### src/rtl/morra_pkg.sv
// Shared definitions for the morra tournament controller: move and result
// codes, FSM states, tally payload and small helper functions.
package morra_pkg;

   localparam int unsigned W_MOSSA   = 2;
   localparam int unsigned W_ESITO   = 2;
   localparam int unsigned W_CONTA   = 3;
   localparam int unsigned W_MANCHE  = 5;
   localparam int unsigned W_PARTITE = 3;

   typedef enum logic [W_MOSSA-1:0] {
      NESSUNA = 2'b00,
      SASSO   = 2'b01,
      CARTA   = 2'b10,
      FORBICE = 2'b11
   } mossa_t;

   typedef enum logic [W_ESITO-1:0] {
      IN_CORSO      = 2'b00,
      VINCE_PRIMO   = 2'b01,
      VINCE_SECONDO = 2'b10,
      PAREGGIO      = 2'b11
   } esito_t;

   typedef enum logic [2:0] {
      IDLE     = 3'd0,
      CONFIG   = 3'd1,
      ATTESA   = 3'd2,
      GIOCA    = 3'd3,
      VERIFICA = 3'd4,
      FINE     = 3'd5
   } stato_t;

   typedef struct packed {
      logic [W_CONTA-1:0] primo;
      logic [W_CONTA-1:0] secondo;
      logic [W_CONTA-1:0] pari;
   } tally_t;

   // Saturating increment for 3-bit tallies and game counters.
   function automatic logic [W_CONTA-1:0] inc_sat(input logic [W_CONTA-1:0] v);
      return (v == '1) ? v : W_CONTA'(v + 1'b1);
   endfunction

   // Tournament winner from the final tallies.
   function automatic logic [W_ESITO-1:0] confronta(input logic [W_CONTA-1:0] a,
                                                    input logic [W_CONTA-1:0] b);
      if (a > b)      return VINCE_PRIMO;
      else if (b > a) return VINCE_SECONDO;
      else            return PAREGGIO;
   endfunction

endpackage

### src/rtl/morra_cattura.sv
// Per-player move capture: holds one accepted move per round and drives pronto.
// Ports: clk, reset, attivo (FSM in ATTESA), attivo_n (FSM next in ATTESA),
//        svuota (drop held move), mossa/valido (player input),
//        pronto (registered ready), piena (move held), tenuta (held move).
module morra_cattura
   import morra_pkg::*;
(
   input  logic               clk,
   input  logic               reset,
   input  logic               attivo,
   input  logic               attivo_n,
   input  logic               svuota,
   input  logic [W_MOSSA-1:0] mossa,
   input  logic               valido,
   output logic               pronto,
   output logic               piena,
   output logic [W_MOSSA-1:0] tenuta
);

   logic               cattura_c;
   logic               piena_n;
   logic               pronto_n;
   logic [W_MOSSA-1:0] tenuta_n;

   // Capture on handshake; a 00 move is never accepted so pronto stays up.
   always_comb begin
      cattura_c = attivo && valido && pronto && (mossa != NESSUNA);
      piena_n   = piena;
      tenuta_n  = tenuta;
      if (svuota) begin
         piena_n  = 1'b0;
         tenuta_n = NESSUNA;
      end else if (cattura_c) begin
         piena_n  = 1'b1;
         tenuta_n = mossa;
      end
      pronto_n = attivo_n && !piena_n;
   end

   always_ff @(posedge clk) begin
      if (reset) begin
         piena  <= 1'b0;
         tenuta <= NESSUNA;
         pronto <= 1'b0;
      end else begin
         piena  <= piena_n;
         tenuta <= tenuta_n;
         pronto <= pronto_n;
      end
   end

endmodule

### src/rtl/morra_torneo.sv
// Morra tournament controller: sequences games and rounds, captures both
// players' moves, forwards them to the game datapath and keeps the tallies.
// Ports: clk, reset, avvia, num_partite, extra_manche, mossa_/valido_/pronto_
//        per player, primo/secondo/inizia to datapath, partita from datapath,
//        vittorie_primo/vittorie_secondo/pareggi, occupato, torneo_fine, vincitore.
// All outputs are registered and aligned with the state they belong to.
module morra_torneo
   import morra_pkg::*;
#(
   parameter int unsigned MAX_PARTITE        = 7,
   parameter int unsigned MAX_MANCHE_GUARDIA = 16
) (
   input  logic                 clk,
   input  logic                 reset,
   input  logic                 avvia,
   input  logic [W_PARTITE-1:0] num_partite,
   input  logic [3:0]           extra_manche,
   input  logic [W_MOSSA-1:0]   mossa_primo,
   input  logic [W_MOSSA-1:0]   mossa_secondo,
   input  logic                 valido_primo,
   input  logic                 valido_secondo,
   output logic                 pronto_primo,
   output logic                 pronto_secondo,
   output logic [W_MOSSA-1:0]   primo,
   output logic [W_MOSSA-1:0]   secondo,
   output logic                 inizia,
   input  logic [W_ESITO-1:0]   partita,
   output logic [W_CONTA-1:0]   vittorie_primo,
   output logic [W_CONTA-1:0]   vittorie_secondo,
   output logic [W_CONTA-1:0]   pareggi,
   output logic                 occupato,
   output logic                 torneo_fine,
   output logic [W_ESITO-1:0]   vincitore
);

   stato_t                stato_q, stato_n;
   logic [W_MANCHE-1:0]   manche_q, manche_n, manche_inc;
   logic [W_PARTITE-1:0]  giocate_q, giocate_n, giocate_inc;
   logic [W_PARTITE-1:0]  num_q, num_n, num_norm;
   tally_t                tally_q, tally_n;
   logic                  svuota_c, chiusa_c;
   logic                  piena_primo, piena_secondo;
   logic [W_MOSSA-1:0]    tenuta_primo, tenuta_secondo;
   logic                  inizia_n, occupato_n, fine_n;
   logic [W_MOSSA-1:0]    primo_n, secondo_n;
   logic [W_ESITO-1:0]    vincitore_n;

   morra_cattura u_cattura_primo (
      .clk      (clk),
      .reset    (reset),
      .attivo   (stato_q == ATTESA),
      .attivo_n (stato_n == ATTESA),
      .svuota   (svuota_c),
      .mossa    (mossa_primo),
      .valido   (valido_primo),
      .pronto   (pronto_primo),
      .piena    (piena_primo),
      .tenuta   (tenuta_primo)
   );

   morra_cattura u_cattura_secondo (
      .clk      (clk),
      .reset    (reset),
      .attivo   (stato_q == ATTESA),
      .attivo_n (stato_n == ATTESA),
      .svuota   (svuota_c),
      .mossa    (mossa_secondo),
      .valido   (valido_secondo),
      .pronto   (pronto_secondo),
      .piena    (piena_secondo),
      .tenuta   (tenuta_secondo)
   );

   // Next state, counters, tallies and the next value of every output.
   always_comb begin
      stato_n     = stato_q;
      manche_n    = manche_q;
      giocate_n   = giocate_q;
      num_n       = num_q;
      tally_n     = tally_q;
      svuota_c    = 1'b0;
      chiusa_c    = 1'b0;
      manche_inc  = (manche_q == '1) ? manche_q : W_MANCHE'(manche_q + 1'b1);
      giocate_inc = inc_sat(giocate_q);
      // 0 plays one game; requests above the bound are clamped to it.
      if (num_partite == '0)
         num_norm = W_PARTITE'(1);
      else if (32'(num_partite) > MAX_PARTITE)
         num_norm = W_PARTITE'(MAX_PARTITE);
      else
         num_norm = num_partite;

      case (stato_q)
         IDLE, FINE: begin
            if (avvia) begin
               stato_n   = CONFIG;
               tally_n   = '0;
               giocate_n = '0;
               num_n     = num_norm;
            end
         end
         CONFIG: begin
            manche_n = '0;
            stato_n  = ATTESA;
         end
         ATTESA: begin
            if (piena_primo && piena_secondo) stato_n = GIOCA;
         end
         GIOCA: begin
            stato_n = VERIFICA;
         end
         VERIFICA: begin
            svuota_c = 1'b1;
            manche_n = manche_inc;
            stato_n  = ATTESA;
            case (partita)
               VINCE_PRIMO: begin
                  tally_n.primo = inc_sat(tally_q.primo);
                  chiusa_c      = 1'b1;
               end
               VINCE_SECONDO: begin
                  tally_n.secondo = inc_sat(tally_q.secondo);
                  chiusa_c        = 1'b1;
               end
               PAREGGIO: begin
                  tally_n.pari = inc_sat(tally_q.pari);
                  chiusa_c     = 1'b1;
               end
               default: begin
                  // Game still running after the guard round count: abort as a draw.
                  if (32'(manche_inc) >= MAX_MANCHE_GUARDIA) begin
                     tally_n.pari = inc_sat(tally_q.pari);
                     chiusa_c     = 1'b1;
                  end
               end
            endcase
            if (chiusa_c) begin
               giocate_n = giocate_inc;
               stato_n   = (giocate_inc < num_q) ? CONFIG : FINE;
            end
         end
         default: stato_n = IDLE;
      endcase

      inizia_n    = (stato_n == CONFIG);
      occupato_n  = !(stato_n inside {IDLE, FINE});
      fine_n      = (stato_n == FINE);
      primo_n     = NESSUNA;
      secondo_n   = NESSUNA;
      if (stato_n == CONFIG) begin
         {primo_n, secondo_n} = extra_manche;
      end else if (stato_n == GIOCA) begin
         primo_n   = tenuta_primo;
         secondo_n = tenuta_secondo;
      end
      vincitore_n = fine_n ? confronta(tally_n.primo, tally_n.secondo) : IN_CORSO;
   end

   always_ff @(posedge clk) begin
      if (reset) begin
         stato_q     <= IDLE;
         manche_q    <= '0;
         giocate_q   <= '0;
         num_q       <= '0;
         tally_q     <= '0;
         inizia      <= 1'b0;
         primo       <= NESSUNA;
         secondo     <= NESSUNA;
         occupato    <= 1'b0;
         torneo_fine <= 1'b0;
         vincitore   <= IN_CORSO;
      end else begin
         stato_q     <= stato_n;
         manche_q    <= manche_n;
         giocate_q   <= giocate_n;
         num_q       <= num_n;
         tally_q     <= tally_n;
         inizia      <= inizia_n;
         primo       <= primo_n;
         secondo     <= secondo_n;
         occupato    <= occupato_n;
         torneo_fine <= fine_n;
         vincitore   <= vincitore_n;
      end
   end

   assign vittorie_primo   = tally_q.primo;
   assign vittorie_secondo = tally_q.secondo;
   assign pareggi          = tally_q.pari;

endmodule

### config.mk
export PLATFORM = sky130hd
export DESIGN_NAME = morra_torneo
export DESIGN_NICKNAME = d
export VERILOG_FILES = /design/src/rtl/morra_pkg.sv /design/src/rtl/morra_cattura.sv /design/src/rtl/morra_torneo.sv
export SDC_FILE = /design/constraint.sdc
export NUM_CORES = 1
export LEC_CHECK = 0
export CORE_UTILIZATION = 53
export DETAILED_ROUTE_END_ITERATION = 12
export PLACE_DENSITY_LB_ADDON = 0.3
export SKIP_CTS_REPAIR_TIMING = 1
export SYNTH_ARGS = -nofsm -noshare
export SYNTH_HDL_FRONTEND = slang
export SYNTH_HIERARCHICAL = 1
export SYNTH_SLANG_ARGS = --single-unit
### constraint.sdc
create_clock -name clk -period 3.2 [get_ports clk]
set_clock_uncertainty 0.1 [all_clocks]
set_input_delay 0.32 -clock clk [delete_from_list [all_inputs] [get_ports clk]]
set_output_delay 0.32 -clock clk [all_outputs]
set_load 0.05 [all_outputs]
* Word level (Yosys, flattened, before mapping)
Index checks and enable logic that the tools add are counted.
** Storage, ports and cells
- Output and inout port bits :: 20
- Bits of input ports :: 18
- Logic and storage cells :: 115
- Flip-flop bits (word level) :: 40
** Cells by class
- Bitwise operators :: 1
- Mux-type cells :: 35
- Reduce and logical (&&, ||, !) cells :: 29
- Order comparisons :: 4
- Add/subtract/negate cells :: 5
- Equality and inequality tests :: 21
** Operator list (count)
- $mux 3 :: 14
- $eq 3x3->1 const B :: 7
- $pmux 9 s2 :: 1
- $pmux 3 s5 :: 1
- $add 3x1->3 const B :: 4
- $eq 3x2->1 const B :: 4
- $pmux 3 s2 :: 2
- $mux 1 :: 10
- $pmux 5 s2 :: 1
- $reduce_bool 2->1 :: 5
- $logic_and 1x1->1 :: 9
- $logic_not 3->1 :: 3
- $mux 9 :: 1
- $mux 2 :: 4
- $reduce_or 2->1 :: 4
- $eq 3x1->1 const B :: 2
- $gt 3x3->1 :: 2
- $ne 2x2->1 const B :: 3
- $reduce_or 3->1 :: 2
- $add 5x1->5 const B :: 1
- $eq 5x5->1 const B :: 1
- $ge 5x5->1 const B :: 1
- $mux 5 :: 1
- $eq 2x2->1 const B :: 2
- 8 further kinds :: 10

* Depth between registers and ports, before layout
- Word-level depth :: 11
- Gate-level depth with buffers :: 12
- Gate-level depth less buffers :: 10

* Modules after synthesis
Netlist, hierarchy kept.
** By module, submodules not included
- morra_torneo :: times used 1, seq. area each 640.6 sq um, area an instance 1915.6 sq um, cells each 226
- morra_cattura :: times used 2, seq. area each 80.1 sq um, area an instance 190.2 sq um, cells each 19

* Worst setup path before layout
OpenSTA, ideal clock, no wires.
- Path type :: reg2reg
- Start point :: reg tally_q, in the netlist vittorie_primo[0]
- End point :: reg vincitore[0]
- Path buffers :: 0
- Library setup time :: 78 ps
- Period minus slack after synthesis :: 2363 ps
- Stages on the path, launching flop included :: 11
- Setup slack :: 837 ps
- Data required time :: 3022 ps
- Arrival :: 2185 ps
- Cell sequence :: dfxtp_1 > ha_1 > nand2_1 > a21oi_1 > o31ai_1 > and2_1 > ha_1 > nor2b_1 > o21ai_0 > a32oi_1 > nor3_1
** Between the ends
- Word-level cells in the longest chain between the ends :: 7
- Elaborated cells between the ends (all ways) :: 10
- Those cells by class :: add/sub (1); order compare (2); eq/ne (1); mux (6)
** RTL lines
- from (decl) :: line morra_torneo.sv:40 : tally_t tally_q, tally_n;
- from (signal assigned) :: line morra_torneo.sv:177 : tally_q <= tally_n;
- $add 3x1->3 / $eq 3x3->1 (equally long branches) :: line morra_pkg.sv:42 : return (v == '1) ? v : W_CONTA'(v + 1'b1);
- $mux 3 :: line morra_pkg.sv:42
- $mux 3 :: line morra_torneo.sv:116 : case (partita)
- $pmux 9 s2 * :: line morra_torneo.sv:93 : case (stato_q)
- $gt 3x3->1 :: line morra_pkg.sv:49 : else if (b > a) return VINCE_SECONDO;
- $mux 1 :: line morra_pkg.sv:49
- $mux 1 * :: line morra_pkg.sv:48 : if (a > b) return VINCE_PRIMO;
- to (signal assigned) :: line morra_torneo.sv:183 : vincitore <= vincitore_n;
- to (decl) :: line morra_torneo.sv:33 : output logic [W_ESITO-1:0] vincitore
Mark *: on every way between the ends. The rest lies on a longest branch, timed or not. The select of a mux whose other input is x is not followed.
A chain may end at the register's enable or synchronous reset.

* Final worst setup path
- Start point :: reg stato_q[0]
- End point :: reg vincitore[0]
** Between the ends
- Word-level cells in the longest chain between the ends :: 6
- Elaborated cells between the ends (all ways) :: 18
- Those cells by class :: order compare (2); eq/ne (6); mux (6); bitwise (1); reduce/logical (3)
** RTL lines
- from (decl) :: line morra_torneo.sv:36 : stato_t stato_q, stato_n;
- from (signal assigned) :: line morra_torneo.sv:173 : stato_q <= stato_n;
- $eq 3x3->1 / $logic_not 3->1 (equally long branches) :: line morra_torneo.sv:93
- $reduce_or 2->1 :: line morra_torneo.sv:93
- $pmux 9 s2 / $pmux 3 s5 (equally long branches) :: line morra_torneo.sv:93
- $gt 3x3->1 / $eq 3x3->1 (equally long branches) :: line morra_pkg.sv:49, morra_torneo.sv:147
- $mux 1 / $not 1->1 (equally long branches)
- $mux 1 / $reduce_or 2->1 (equally long branches)
Several ways; a longest one is shown, not always the timed one.

==> flow_summary_export.csv <==
group,metric,value,unit
logic_synthesis,synth_compound_area_share,25.8,%
power_and_ir_drop,p_int,0.000863,W
power_and_ir_drop,power,0.00115,W
layout,design_area,2830,sq um
logic_synthesis,synth_xor_area_share,0,%
place,place_area,2700,sq um
logic_synthesis,synth_top_family_by_area,"compound AO/OA/AOI/OAI gates",
logic_synthesis,ys_ff_latch,40,
layout,num_antenna_cells,0,
place,dpl.hpwl,3.60,mm
clocking,cts-htree-levels,2,
logic_synthesis,yosysWarnings,6,
run_status,run_status,"finished clean",
grt,track_usage,23.8,%
detailed_routing,ant_nets,0,
die,die_w,67.8,um
logic_synthesis,synth_edf_count,0,
sta,rsz0062_at_grt,"false",
clocking,clk_pin_slew,80,ps
critical_path,worstPathRequired,3310,ps
logic_synthesis,synth_fa_ha_area_share,8.61,%
critical_path,crit_path_start_kind,"flip-flop",
sta,min_period,2620,ps
detailed_routing,num_vias,2115,
logic_synthesis,yosys.area.top_type,"dfxtp_1",
sta,hold_viol,0,
layout,fin_nets,334,
layout,area_growth,23.2,%
layout,drive_gt1_share,9.93,%
sta,tightest_slew,560,ps
logic_synthesis,yosysMostFrequentCell,"dfxtp_1",
detailed_routing,avgRoutedWirePerCell,14.0,um
die,rows,23,
die,core_area,4090,sq um
clocking,clkSinkCount,40,
clocking,cts-root-buf,"clkbuf_8",
die,design.die.area,4600,sq um
critical_path,reg2reg_slack,580,ps
logic_synthesis,synth_area,2300,sq um
grt,overflow,0,
worst_hold_path,hp-class,"reg -> reg",
grt,antenna_found_initial,0,
detailed_routing,wirelength,4.94,mm
logic_synthesis,ys_seq_area_share,34.9,%
sta,hold_ws,372,ps
sta,slew_viol_final,0,
place,gp_congestion,0.867,
logic_synthesis,synthFlopType,"dfxtp_1",
grt,grt_max_degree,28,
logic_synthesis,yosys-top-cells-count,"dfxtp_1 (40), a21oi_1 (24), nor2_1 (18)",
critical_path,crit_type,"reg -> reg",
sta,slew_headroom,62.5,%
detailed_routing,firstDrtPassIters,4,
place,portBuffers,37,
logic_synthesis,synth_nets,297,
detailed_routing,drc,0,
clocking,cts_made_buffers,5,
detailed_routing,drtIter0Drc,67,
power_and_ir_drop,power_frac_seq,45.4,%
sta,fin_crit_sh,81.9,%
power_and_ir_drop,clkPwrFrac,38.7,%
die,start_util,56.2,%
logic_synthesis,synth_area_leaders,"dfxtp_1 (35%), ha_1 (8.2%), a21oi_1 (5.2%)",
logic_synthesis,syn_avg_cell_area,8.70,sq um
power_and_ir_drop,vdd_ir_drop_max,0.256,mV
logic_synthesis,yosys-mux-area-fraction,2.45,%
detailed_routing,via_per_inst,6.01,
logic_synthesis,synth_top_cell_area_share,34.9,%
power_and_ir_drop,power_leakage,1.09,nW
logic_synthesis,synth_simple_gate_area_share,22.6,%
power_and_ir_drop,power_density,407,nW/um^2
logic_synthesis,synth_cell_types,59,
grt,grt_pass1_wl,8.25,mm
die,die_h,67.8,um
clocking,clock_path_buffers,2,
logic_synthesis,postSynthCellCount,264,
power_and_ir_drop,combinationalPowerShare,15.9,%
power_and_ir_drop,swShare,25.0,%
power_and_ir_drop,p_sw,0.000288,W
critical_path,cp-end-kind,"flip-flop",
clocking,cts_tree,"done",
grt,grt_pass1_vias,1927,
clocking,clkLatencyLatePin,290,ps
die,num_io_pins,38,
sta,setup_violations,0,
critical_path,worstPathArrival,2740,ps
logic_synthesis,async_flop_share,0,%
flow_run,maxCapViolCount,0,
sta,max_freq,381,MHz
sta,setup-tns-final,0,ps
critical_path,critPathMaxFanout,13,
path summary, 6_finish.rpt:
check                             start                      end  cells after the start
hold / removal    num_q[2]$_SDFFE_PP0P_    num_q[2]$_SDFFE_PP0P_                      2
hold reg to reg   num_q[2]$_SDFFE_PP0P_    num_q[2]$_SDFFE_PP0P_                      2
setup reg to reg  stato_q[0]$_SDFF_PP0_  vincitore[0]$_SDFF_PP0_                     10
setup / recovery  stato_q[0]$_SDFF_PP0_  vincitore[0]$_SDFF_PP0_                     10
logic make-up after synthesis:
family	Yosys count
adders and majority gates	16
buffers and inverters	28
AOI/OAI and AO/OA	81
DFF	40
muxes	5
and+or+nand+nor	94
cells in the final DEF (no fill, tap or decap), drive strengths merged, types with 3 or more instances in the layout:
cell           count
dfxtp             40
clkdlybuf4s50     37
a21oi             26
nor2              18
nand2             17
ha                15
inv               15
o31ai             12
o21ai              8
nand2b             7
nor3               7
and2               7
clkbuf             7
nand3              7
nand4              6
buf                6
o22ai              5
nor2b              4
a31oi              4
or2                4
or3b               3
a211oi             3
mux2i              3
and4               3
nor3b              3
metrics by stage:
| step | worst slack (ps) | util, % | instances |
|---|---|---|---|
| 6_report | 579 | 69.2 | 352 |
| 5_1_grt | 327 | 69.2 | 352 |
| 4_1_cts | 571 | 69.2 | 352 |
| 3_5_place_dp | 397 | 66.1 | 344 |
| 3_3_place_gp | 515 | 66.1 | 344 |
| 2_1_floorplan | 837 | - | 264 |
metal layers:
metal	vias up	share of wire [%]	GRT usage, %
met5	-	0	0
met4	0	1.4	9.38
met3	8	5.5	4.50
li1	1061	-	-
met2	64	48	40.0
met1	982	45	30.0
sequential cells by signal, summed over array words and instances (netlist names), 2 cells and up:
name	count
primo	2
giocate_q	3
vincitore	2
secondo	2
stato_q	3
vittorie_secondo	3
u_cattura_primo/tenuta	2
pareggi	3
manche_q	5
u_cattura_secondo/tenuta	2
num_q	3
vittorie_primo	3
critical path: stages (launching register included):
cell and delay (ps):
dfxtp_1 420, or3b_1 590, inv_2 160, and3_1 190, nand2_1 80, and2_1 140
ha_1 300, nor2b_1 130, o21ai_0 210, a32oi_1 90, nor3_1 140
final cells by class:
cell class	instances	area (sq um)
Multi-Input combinational cell	196	1370
Clock buffer	7	96.3
Tap cell	50	62.6
Clock inverter	1	30.0
Sequential cell	40	801
Timing Repair Buffer	43	415
Inverter	15	56.3
Fill cell	351	1260
power groups by stage:
stage	Clock [W]	Combinational [W]	Sequential [W]
floorplan	0	0.0000926	0.000558
global placement	0	0.000179	0.000534
detailed placement	0	0.000182	0.000534
CTS	0.000455	0.000183	0.000522
global route	0.000474	0.000199	0.000525
finish	0.000445	0.000184	0.000522
Power figures use the tool's default switching activity.
